### src/rtl/flush_sink_pkg.sv
// Shared cache definitions for the flush path: walk FSM states and the
// flush opcode encoding carried in the request's "all" bit.
package flush_sink_pkg;

  typedef enum logic {
    ST_IDLE = 1'b0,
    ST_WALK = 1'b1
  } walk_state_e;

  localparam logic FLUSH_LINE = 1'b0;
  localparam logic FLUSH_ALL  = 1'b1;

endpackage

### src/rtl/flush_fifo.sv
// Small circular FIFO with registered storage; the head is read straight
// from the storage registers, so data appears the cycle after it is written.
module flush_fifo #(
  parameter int WIDTH = 17,
  parameter int DEPTH = 2
) (
  input  logic             clock,
  input  logic             reset,
  input  logic             in_valid_i,
  output logic             in_ready_o,
  input  logic [WIDTH-1:0] in_data_i,
  output logic             out_valid_o,
  input  logic             out_ready_i,
  output logic [WIDTH-1:0] out_data_o
);

  localparam int PTR_W = (DEPTH > 1) ? $clog2(DEPTH) : 1;
  localparam int CNT_W = $clog2(DEPTH + 1);
  localparam logic [PTR_W-1:0] LAST_PTR = PTR_W'(DEPTH - 1);
  localparam logic [CNT_W-1:0] FULL_CNT = CNT_W'(DEPTH);

  logic [WIDTH-1:0] mem_q [DEPTH];
  logic [PTR_W-1:0] wr_ptr_q, wr_ptr_d;
  logic [PTR_W-1:0] rd_ptr_q, rd_ptr_d;
  logic [CNT_W-1:0] count_q, count_d;
  logic             enq, deq;

  assign in_ready_o  = (count_q != FULL_CNT);
  assign out_valid_o = (count_q != '0);
  assign out_data_o  = mem_q[rd_ptr_q];
  assign enq         = in_valid_i && in_ready_o;
  assign deq         = out_valid_o && out_ready_i;

  always_comb begin
    wr_ptr_d = wr_ptr_q;
    rd_ptr_d = rd_ptr_q;
    count_d  = count_q;
    if (enq) wr_ptr_d = (wr_ptr_q == LAST_PTR) ? '0 : wr_ptr_q + 1'b1;
    if (deq) rd_ptr_d = (rd_ptr_q == LAST_PTR) ? '0 : rd_ptr_q + 1'b1;
    case ({enq, deq})
      2'b10:   count_d = count_q + 1'b1;
      2'b01:   count_d = count_q - 1'b1;
      default: count_d = count_q;
    endcase
  end

  always_ff @(posedge clock or posedge reset) begin
    if (reset) begin
      wr_ptr_q <= '0;
      rd_ptr_q <= '0;
      count_q  <= '0;
    end else begin
      wr_ptr_q <= wr_ptr_d;
      rd_ptr_q <= rd_ptr_d;
      count_q  <= count_d;
    end
  end

  // NOTE: storage is deliberately not reset; an empty count makes its contents irrelevant.
  always_ff @(posedge clock) begin
    if (enq) mem_q[wr_ptr_q] <= in_data_i;
  end

endmodule

### src/rtl/flush_sink.sv
// Flush request sink: buffers line/whole-cache flushes and turns each into
// directory requests, walking every set for a whole-cache flush.
module flush_sink
  import flush_sink_pkg::*;
#(
  parameter int ADDR_W      = 32,
  parameter int OFFSET_BITS = 6,
  parameter int SET_BITS    = 10,
  parameter int DEPTH       = 2,
  parameter int TAG_BITS    = ADDR_W - OFFSET_BITS - SET_BITS
) (
  input  logic                clock,
  input  logic                reset,
  input  logic                io_x_valid,
  output logic                io_x_ready,
  input  logic [ADDR_W-1:0]   io_x_bits_address,
  input  logic                io_x_bits_all,
  output logic                io_req_valid,
  input  logic                io_req_ready,
  output logic [TAG_BITS-1:0] io_req_bits_tag,
  output logic [SET_BITS-1:0] io_req_bits_set,
  output logic                io_req_bits_all,
  output logic                io_busy
);

  localparam int ENTRY_W = 1 + TAG_BITS + SET_BITS;

  typedef struct packed {
    logic                all;
    logic [TAG_BITS-1:0] tag;
    logic [SET_BITS-1:0] set;
  } entry_t;

  entry_t              in_entry, head;
  logic                head_valid, pop, fire;
  walk_state_e         state_q, state_d;
  logic [SET_BITS-1:0] cnt_q, cnt_d;
  logic                unused_offset;

  // Decode at enqueue so the FIFO only carries the fields the directory needs.
  assign in_entry.all  = io_x_bits_all;
  assign in_entry.tag  = io_x_bits_address[ADDR_W-1 -: TAG_BITS];
  assign in_entry.set  = io_x_bits_address[OFFSET_BITS +: SET_BITS];
  assign unused_offset = ^io_x_bits_address[OFFSET_BITS-1:0];

  flush_fifo #(
    .WIDTH(ENTRY_W),
    .DEPTH(DEPTH)
  ) u_fifo (
    .clock       (clock),
    .reset       (reset),
    .in_valid_i  (io_x_valid),
    .in_ready_o  (io_x_ready),
    .in_data_i   (in_entry),
    .out_valid_o (head_valid),
    .out_ready_i (pop),
    .out_data_o  (head)
  );

  assign fire = io_req_valid && io_req_ready;

  // NOTE: every combinational output gets a default first so no path leaves a latch.
  always_comb begin
    state_d         = state_q;
    cnt_d           = cnt_q;
    pop             = 1'b0;
    io_req_valid    = 1'b0;
    io_req_bits_tag = '0;
    io_req_bits_set = '0;
    io_req_bits_all = FLUSH_LINE;
    io_busy         = 1'b0;
    case (state_q)
      ST_IDLE: begin
        io_req_valid = head_valid;
        if (head.all == FLUSH_ALL) begin
          io_req_bits_all = FLUSH_ALL;
          if (fire) begin
            if (SET_BITS == 0) begin
              pop = 1'b1;
            end else begin
              cnt_d   = SET_BITS'(1);
              state_d = ST_WALK;
            end
          end
        end else begin
          io_req_bits_tag = head.tag;
          io_req_bits_set = head.set;
          pop             = fire;
        end
      end
      ST_WALK: begin
        io_req_valid    = 1'b1;
        io_req_bits_set = cnt_q;
        io_req_bits_all = FLUSH_ALL;
        io_busy         = 1'b1;
        if (fire) begin
          if (cnt_q == '1) begin
            pop     = 1'b1;
            cnt_d   = '0;
            state_d = ST_IDLE;
          end else begin
            cnt_d = cnt_q + SET_BITS'(1);
          end
        end
      end
      default: state_d = ST_IDLE;
    endcase
  end

  // NOTE: sequential state uses non-blocking assignments only.
  always_ff @(posedge clock or posedge reset) begin
    if (reset) begin
      state_q <= ST_IDLE;
      cnt_q   <= '0;
    end else begin
      state_q <= state_d;
      cnt_q   <= cnt_d;
    end
  end

endmodule

### config.mk
export PLATFORM = sky130hd
export DESIGN_NAME = flush_sink
export DESIGN_NICKNAME = d
export VERILOG_FILES = /design/src/rtl/flush_sink_pkg.sv /design/src/rtl/flush_fifo.sv /design/src/rtl/flush_sink.sv
export SDC_FILE = /design/constraint.sdc
export NUM_CORES = 1
export LEC_CHECK = 0
export BUFFER_PORTS_ARGS = -buffer_cell sky130_fd_sc_hd__clkbuf_2
export CORE_UTILIZATION = 30
export CTS_BUF_LIST = sky130_fd_sc_hd__clkbuf_8
export DETAILED_ROUTE_END_ITERATION = 6
export GPL_TIMING_DRIVEN = 0
export MAX_ROUTING_LAYER = met4
export PLACE_DENSITY = 0.61
export SYNTH_ARGS = -nofsm -noshare
export SYNTH_HDL_FRONTEND = slang
export SYNTH_SLANG_ARGS = --single-unit
### constraint.sdc
create_clock -name clock -period 2.5 [get_ports clock]
set_input_delay 0.5 -clock clock [delete_from_list [all_inputs] [get_ports clock]]
set_output_delay 0.5 -clock clock [all_outputs]
set_load 0.03 [all_outputs]
==> results of run 1 <==
what timing repair did:
item,4_1_cts,5_1_grt
gates resized for setup,5,9
endpoints found under the setup margin,20,15
pin swaps,0,0
cell usage after synthesis (2+ instances only):
cell type	instances	area (µm²)
a21o_1	2	15.0
a21oi_1	3	15.0
a31oi_1	2	12.5
and3_1	2	12.5
buf_2	5	25.0
clkbuf_1	4	15.0
dfrtp_1	15	375
edfxtp_1	54	1620
ha_1	2	25.0
inv_1	3	11.3
mux2i_1	27	270
nand2_1	18	67.6
nand3_1	8	40.0
nand4_1	2	12.5
nor2_1	21	78.8
nor3_1	3	15.0
nor4_1	2	12.5
o21ai_0	13	65.1
o31ai_1	13	97.6
xnor2_1	3	26.3
xor2_1	2	17.5
metrics by stage:
stage / util, % / worst slack (ps) / cell area, µm² / TNS, ps / total power [mW]
6_report: 38.6 / 62.2 / 3610 / 0 / 3.23
5_1_grt: 38.6 / 5.14 / 3610 / 0 / 3.41
4_1_cts: 38.3 / -57.7 / 3590 / -112 / 3.26
3_5_place_dp: 36.4 / 193 / 3410 / 0 / 2.48
3_3_place_gp: 36.3 / -472 / 3400 / -12670 / 2.46
2_1_floorplan: - / 27.9 / 2940 / 0 / 2.21
flip-flops by register name (all words and copies together), names as in the netlist:
signal,flops
cnt_q,10
u_fifo.count_q,2
state_q,1
u_fifo.mem_q,54
u_fifo.wr_ptr_q,1
u_fifo.rd_ptr_q,1
layout make-up:
type / count / area, µm²
Fill cell: 931 / 5760
Tap cell: 129 / 161
Multi-Input combinational cell: 136 / 935
Buffer: 9 / 46.3
Clock buffer: 10 / 138
Sequential cell: 69 / 2000
Clock inverter: 6 / 25.0
Inverter: 3 / 11.3
Timing Repair Buffer: 60 / 300
critical path, stage by stage, from the launching register on:
cell      delay [ps]
dfrtp_1          380
buf_4            240
mux2_4           390
o31ai_1          310
clkbuf_2         270
per-layer routing:
metal | part of all wire (%) | vias to the layer above
met3 | 5.2 | 8
li1 | - | 956
met4 | 1.5 | 0
met1 | 44 | 985
met2 | 49 | 64
met5 | 0 | -
worst paths after layout:
path | startpoint | end | slack (ps) | cells past startpoint
worst min-delay path | reset | u_fifo.count_q[0]$_DFFE_PP0P_ | 200 | 2
worst max-delay path | u_fifo.rd_ptr_q$_DFFE_PP0P_ | io_req_bits_set[8] | 60 | 4
min in group clock | io_x_bits_all | u_fifo.mem_q[0][26]$_DFFE_PP_ | 350 | 1
worst min register to register | u_fifo.count_q[1]$_DFFE_PP0P_ | u_fifo.count_q[1]$_DFFE_PP0P_ | 520 | 1
worst max register to register | cnt_q[0]$_DFFE_PP0P_ | u_fifo.count_q[1]$_DFFE_PP0P_ | 240 | 7
max in group asynchronous | reset | cnt_q[4]$_DFFE_PP0P_ | 1910 | 2
cells by family (layout without fill, tap and decap cells):
kind of cell	after synthesis	after routing	share of synthesized area [%]
AOI/OAI and AO/OA	36	36	7.83
adders and majority gates	2	2	0.851
muxes	28	28	9.58
and+or+nand+nor	65	65	10.6
DFF	69	69	67.9
xor gates and xnor gates	5	5	1.49
buffers and inverters	12	88	1.75
report_power, final:
part	total [mW]	internal [mW]	switching (mW)	leakage, nW
logic	0.741	0.236	0.504	0.598
registers	1.72	1.56	0.164	0.679
clock network	0.763	0.370	0.393	0.0973
total	3.23	2.17	1.06	1.37
==> reports/results.tsv, run 1 <==
stage	metric	value	unit
global_route	met2 Resource Use GR	19.7	%
cells_and_area	share of layout cells above drive strength 1	31.7	%
floorplan	die height	101	µm
setup_path	Startpoint Class	flip-flop	
timing	Worst Max-Slew Pin Slew	802	ps
setup_path	nature of the critical path endpoint	output port	
detailed_routing	DRT Pass-1 Iters	4	
cts	H-tree depth	3	
synthesis	warnings from Yosys	0	
timing	Setup Skew	9.49	ps
setup_path	CP Class	flip-flop to output port	
cts	clock sinks	69	
cells_and_area	non-filler cells, final	422	
timing	RSZ-0062 raised after global routing	false	
setup_path	Worst EP required	2000	ps
run	max_cap viols	0	
synthesis	Synth async-reset ratio	21.7	%
setup_path	CP max FO	10	
synthesis	ys flop type	edfxtp_1	
cts	worst skew pair latency	340	ps
synthesis	Post-synth EDFFs	54	
cts	clk root buf	clkbuf_8	
detailed_routing	DRC viols	0	
global_route	initial antenna violation count	0	
detailed_routing	Vias/cell	4.77	
cells_and_area	commonest non-fill, non-tap cell in the layout	clkbuf_2	
floorplan	core area	9370	µm²
placed_design	Detailed Place HPWL	4100	µm
detailed_routing	initial drt markers	141	
global_route	vias in the first global route	1931	
global_route	first-pass GRT wire length	9230	µm
global_route	met3 Usage GRT	3.40	%
global_route	largest net degree at the start of global routing	28	
detailed_routing	DRT Wirelength	6020	µm
floorplan	die width	101	µm
cts	Hold Buf Count CTS	0	
detailed_routing	post-route antenna net violation count	0	
power_and_ir_drop	P_leak	1.37	nW
min_path	worst hold path type	input pin to asynchronous set/reset pin	
synthesis	Mapped Avg Cell Area	13.5	µm²
timing	Final setup violation count	0	
timing	Final Hold Viols	0	
cts	worst-case clock buffer depth	2	
cells_and_area	diode count	0	
floorplan	Top Ports	67	
cts	setup bufs post-CTS	0	
cts	cts bufs inserted	9	
floorplan	Initial Util	31.4	%
detailed_routing	DR vias	2013	
cells_and_area	nets	327	
floorplan	FP Rows	35	
timing	Max-slew headroom	46.4	%
detailed_routing	Avg WL per Cell	14.3	µm
synthesis	Netlist cell types	34	
power_and_ir_drop	peak supply drop	0.424	mV
timing	min Tclk post-route	2440	ps
global_route	GRT overflow	0	
timing	fin crit share	97.5	%
placed_design	placed cell count	406	
timing	worst hold margin	200	ps
placed_design	GP Congestion	0.825	
synthesis	Mapped Cells	217	
synthesis	#FFs+latches synth	69	
global_route	GRT Max-Usage Layer	met2	
setup_path	Worst EP arrival	1940	ps
cts	CTS clk-pin slew, worst paths	70	ps
synthesis	Synth Net Count	256	
cells_and_area	commonest cells after routing, fill and taps aside	58 x clkbuf_2, 54 x edfxtp_1, 26 x mux2i_1	
power_and_ir_drop	Cell Pwr Density	893	nW/µm²
global_route	All-Layer GR Usage	12.6	%
timing	Peak Freq	0.410	GHz
placed_design	IO buf count	60	
floorplan	full die area	10200	µm²
cts	CTS tree	done	
cells_and_area	area delta synth->final	22.9	%
global_route	global routing met1 resource utilization	15.3	%
status	status	complete, no violations	
timing	Slew Viols, Final	0	
synthesis	register area share after synthesis	67.9	%
synthesis	post-synth design cell area	2940	µm²
No activity file was read; power rests on OpenSTA's default activity.
==> inputs of run 2 (changes only) <==
Settings changed: SYNTH_HIERARCHICAL from default to 1.
==> run 2 against run 1 <==
- sequential share of layout area shrank 2.2 points
- highest routed layer is now met3
- worst hold slack lost 150 ps
- global-route usage shrank 0.094 points
- largest power group unchanged
- via count shrank 6.6%
- cell area grew 4.1%
- synthesized cell count shrank 6.0%
- wire length grew 0.53%
- die area grew 3.7%
- sequential cell count is the same
==> reports/results.tsv, run 2 <==
stage	metric	value	unit	change
cells_and_area	most flop-heavy register	u_fifo/mem_q		
cells_and_area	diode count	0		unchanged
synthesis	post-synth design cell area	3050	µm²	+3.7%
cts	worst skew pair latency	330	ps	about the same
setup_path	Crit-path slowest cell	dfrtp_1		
timing	Final Hold Viols	0		unchanged
timing	Final setup violation count	0		unchanged
cells_and_area	non-filler cells, final	416		-1.4%
setup_path	CP max FO	4		-6
detailed_routing	DRT Wirelength	6060	µm	+0.53%
detailed_routing	Vias/cell	4.52		-5.2%
timing	worst hold margin	46.3	ps	-154 ps
setup_path	reg2reg path depth	9		+2
setup_path	reg2reg end	u_fifo/count_q[1]$_DFFE_PP0P_		
detailed_routing	DRC viols	0		unchanged
synthesis	post-synth top area share	53.2	%	-2.0 points
timing	RSZ-0062 raised after global routing	false		
cts	CTS tree	done		
floorplan	die height	103	µm	+1.8%
placed_design	placed cell count	396		-2.5%
synthesis	ys flop type	edfxtp_1		
power_and_ir_drop	peak supply drop	0.416	mV	-1.9%
synthesis	most frequent cell after synthesis	edfxtp_1		
cells_and_area	area delta synth->final	23.4	%	
cells_and_area	commonest non-fill, non-tap cell in the layout	edfxtp_1		
setup_path	nature of the critical path endpoint	output port		
synthesis	#FFs+latches synth	69		unchanged
run	max_cap viols	0		unchanged
setup_path	max incr delay on CP	370	ps	-20 ps
power_and_ir_drop	P_leak	1.50	nW	+9.5%
setup_path	flop-to-flop setup slack	330	ps	+90 ps
cts	CTS clk-pin slew, worst paths	70	ps	about the same
synthesis	Synth Net Count	243		-5.1%
synthesis	warnings from Yosys	6		+6
cts	cts bufs inserted	9		unchanged
detailed_routing	post-route antenna net violation count	0		unchanged
synthesis	Mapped Avg Cell Area	14.9	µm²	+10%
timing	Slew Viols, Final	0		unchanged
cts	H-tree depth	3		unchanged
timing	TNS Setup	0	ps	unchanged
setup_path	cells along the critical path	buf_6 > mux2_4 > nor2_4 > buf_4 > a22o_1 > buf_2		
synthesis	top post-synthesis cells by area	edfxtp_1 53%, dfrtp_1 12%, mux2_2 9.6%		
cells_and_area	filler cell count	1002		+7.6%
cells_and_area	Regs by FF count	u_fifo/mem_q: 54 flops, cnt_q: 10 flops, u_fifo/count_q: 2 flops		
global_route	first-pass GRT wire length	9300	µm	+0.75%
cells_and_area	share of layout cells above drive strength 1	44.2	%	+12 points
placed_design	Detailed Place HPWL	4070	µm	-0.85%
floorplan	FP Rows	36		+2.9%
timing	fin crit share	95.5	%	-2.1 points
detailed_routing	top routing layer used	met3		
cts	worst-case clock buffer depth	2		unchanged
detailed_routing	met2 WL	3020	µm	+2.7%
placed_design	GP Congestion	0.874		+5.9%
power_and_ir_drop	Design Power	3.50	mW	+8.4%
placed_design	Placed Area	3520	µm²	+3.2%
cts	clock sinks	69		unchanged
synthesis	Post-synth EDFFs	54		unchanged
min_path	worst hold path type	input pin to asynchronous set/reset pin		
floorplan	Initial Util	31.1	%	-0.31 points
global_route	largest net degree at the start of global routing	28		unchanged
floorplan	Top Ports	67		unchanged
setup_path	Critical R2R Launch	cnt_q[0]$_DFFE_PP0P_		
floorplan	core area	9820	µm²	+4.8%
timing	Setup Skew	4.02	ps	-5.47 ps
detailed_routing	M1 WL	2780	µm	+3.7%
cells_and_area	final instance area	3760	µm²	+4.1%
global_route	initial antenna violation count	0		unchanged
cells_and_area	post-layout util	38.3	%	-0.24 points
synthesis	Synth async-reset ratio	21.7	%	unchanged
timing	Worst Max-Slew Pin Slew	841	ps	+39.1 ps
timing	Max-slew headroom	43.8	%	-2.6 points
synthesis	top cell types by occurrence after synthesis	54 x edfxtp_1, 26 x mux2_2, 20 x and2_1, 15 x dfrtp_1		
setup_path	Worst EP required	2000	ps	about the same
detailed_routing	Avg WL per Cell	14.6	µm	+2.0%
floorplan	full die area	10600	µm²	+3.7%
cells_and_area	nets	317		-3.1%
synthesis	leading area contributor after synthesis	edfxtp_1		
placed_design	Setup WS pre-CTS	-108	ps	-301 ps
cells_and_area	number of flip-flops in the largest register	54		unchanged
cells_and_area	commonest cells after routing, fill and taps aside	54 x edfxtp_1, 53 x clkbuf_2, 25 x mux2_2		
synthesis	Mapped Cells	204		-6.0%
setup_path	CP Class	flip-flop to output port		
cts	Hold Buf Count CTS	0		unchanged
global_route	All-Layer GR Usage	12.5	%	-0.094 points
setup_path	Worst EP arrival	1890	ps	-50 ps
detailed_routing	routed wl met3	257	µm	-18%
synthesis	Netlist cell types	42		+24%
timing	Peak Freq	0.419	GHz	+2.2%
placed_design	IO buf count	59		-1.7%
cts	clk root buf	clkbuf_8		
timing	final setup margin	114	ps	+51.3 ps
floorplan	die width	103	µm	+1.8%
timing	min Tclk post-route	2390	ps	-51.3 ps
synthesis	register area share after synthesis	65.5	%	-2.5 points
detailed_routing	DRT Pass-1 Iters	4		unchanged
status	status	complete, no violations		
detailed_routing	initial drt markers	84		-40%
global_route	GRT overflow	0		unchanged
setup_path	Startpoint Class	flip-flop		
detailed_routing	DR vias	1881		-6.6%
power_and_ir_drop	Cell Pwr Density	930	nW/µm²	+4.1%
global_route	vias in the first global route	1908		-1.2%
run 2: where the power goes:
| group | switching [mW] | leakage (nW) | internal (mW) | total [mW] |
|---|---|---|---|---|
| clock | 0.393 | 0.0990 | 0.447 | 0.840 |
| sequential | 0.124 | 0.687 | 1.56 | 1.68 |
| combinational | 0.531 | 0.718 | 0.448 | 0.979 |
| total | 1.05 | 1.50 | 2.45 | 3.50 |
run 2: final cells by class:
class | count | area (µm²) | share of cell area, %
Inverter | 3 | 11.3 | 0.299
Buffer | 8 | 87.6 | 2.33
Timing Repair Buffer | 63 | 328 | 8.71
Clock buffer | 9 | 124 | 3.29
Multi-Input combinational cell | 124 | 990 | 26.3
Clock inverter | 7 | 58.8 | 1.56
Sequential cell | 69 | 2000 | 53.1
Tap cell | 133 | 166 | 4.42
run 2: worst max path at each step:
stage | slack, ps | from | endpoint
global route | 40 | u_fifo/rd_ptr_q$_DFFE_PP0P_ | io_req_bits_set[3]
detailed placement | -110 | u_fifo/rd_ptr_q$_DFFE_PP0P_ | io_req_bits_set[3]
global placement | -560 | io_x_valid | u_fifo/mem_q[0][5]$_DFFE_PP_
CTS | -30 | u_fifo/rd_ptr_q$_DFFE_PP0P_ | io_req_bits_set[3]
finish | 110 | u_fifo/rd_ptr_q$_DFFE_PP0P_ | io_req_bits_set[0]
floorplan | 40 | u_fifo/count_q[0]$_DFFE_PP0P_ | u_fifo/mem_q[0][0]$_DFFE_PP_
run 2: critical path: cells and delay by family (launching register included):
family | cells | cell delay (ps)
flip-flops | 1 | 370
AO/OA/AOI/OAI | 1 | 160
multiplexers | 1 | 330
AND/OR/NAND/NOR | 1 | 200
buffers and inverters | 3 | 500
run 2: logic make-up after synthesis:
family                   count (synthesis)  synth area share [%]
buffers and inverters                   11                  2.63
flip-flops                              69                  65.5
XOR/XNOR                                 9                  2.59
AND/OR/NAND/NOR                         63                  12.1
multiplexers                            27                  10.1
adder cells (fa/ha/maj)                  2                 0.821
AO/OA/AOI/OAI                           23                  6.28
run 2: what timing repair did:
| action | in CTS | in global routing |
|---|---|---|
| endpoints found under the hold margin | 0 | 0 |
| buffers inserted | 2 | 2 |
| cloned | 0 | 0 |
| setup endpoints to repair | 25 | 23 |
| resized for setup | 5 | 13 |
| pin swaps | 1 | 1 |
run 2: metal layers:
metal | global-route usage, % | vias up
met5 | - | -
met3 | 3.59 | 0
li1 | - | 907
met1 | 15.3 | 919
met2 | 19.6 | 55
met4 | 4.55 | 0
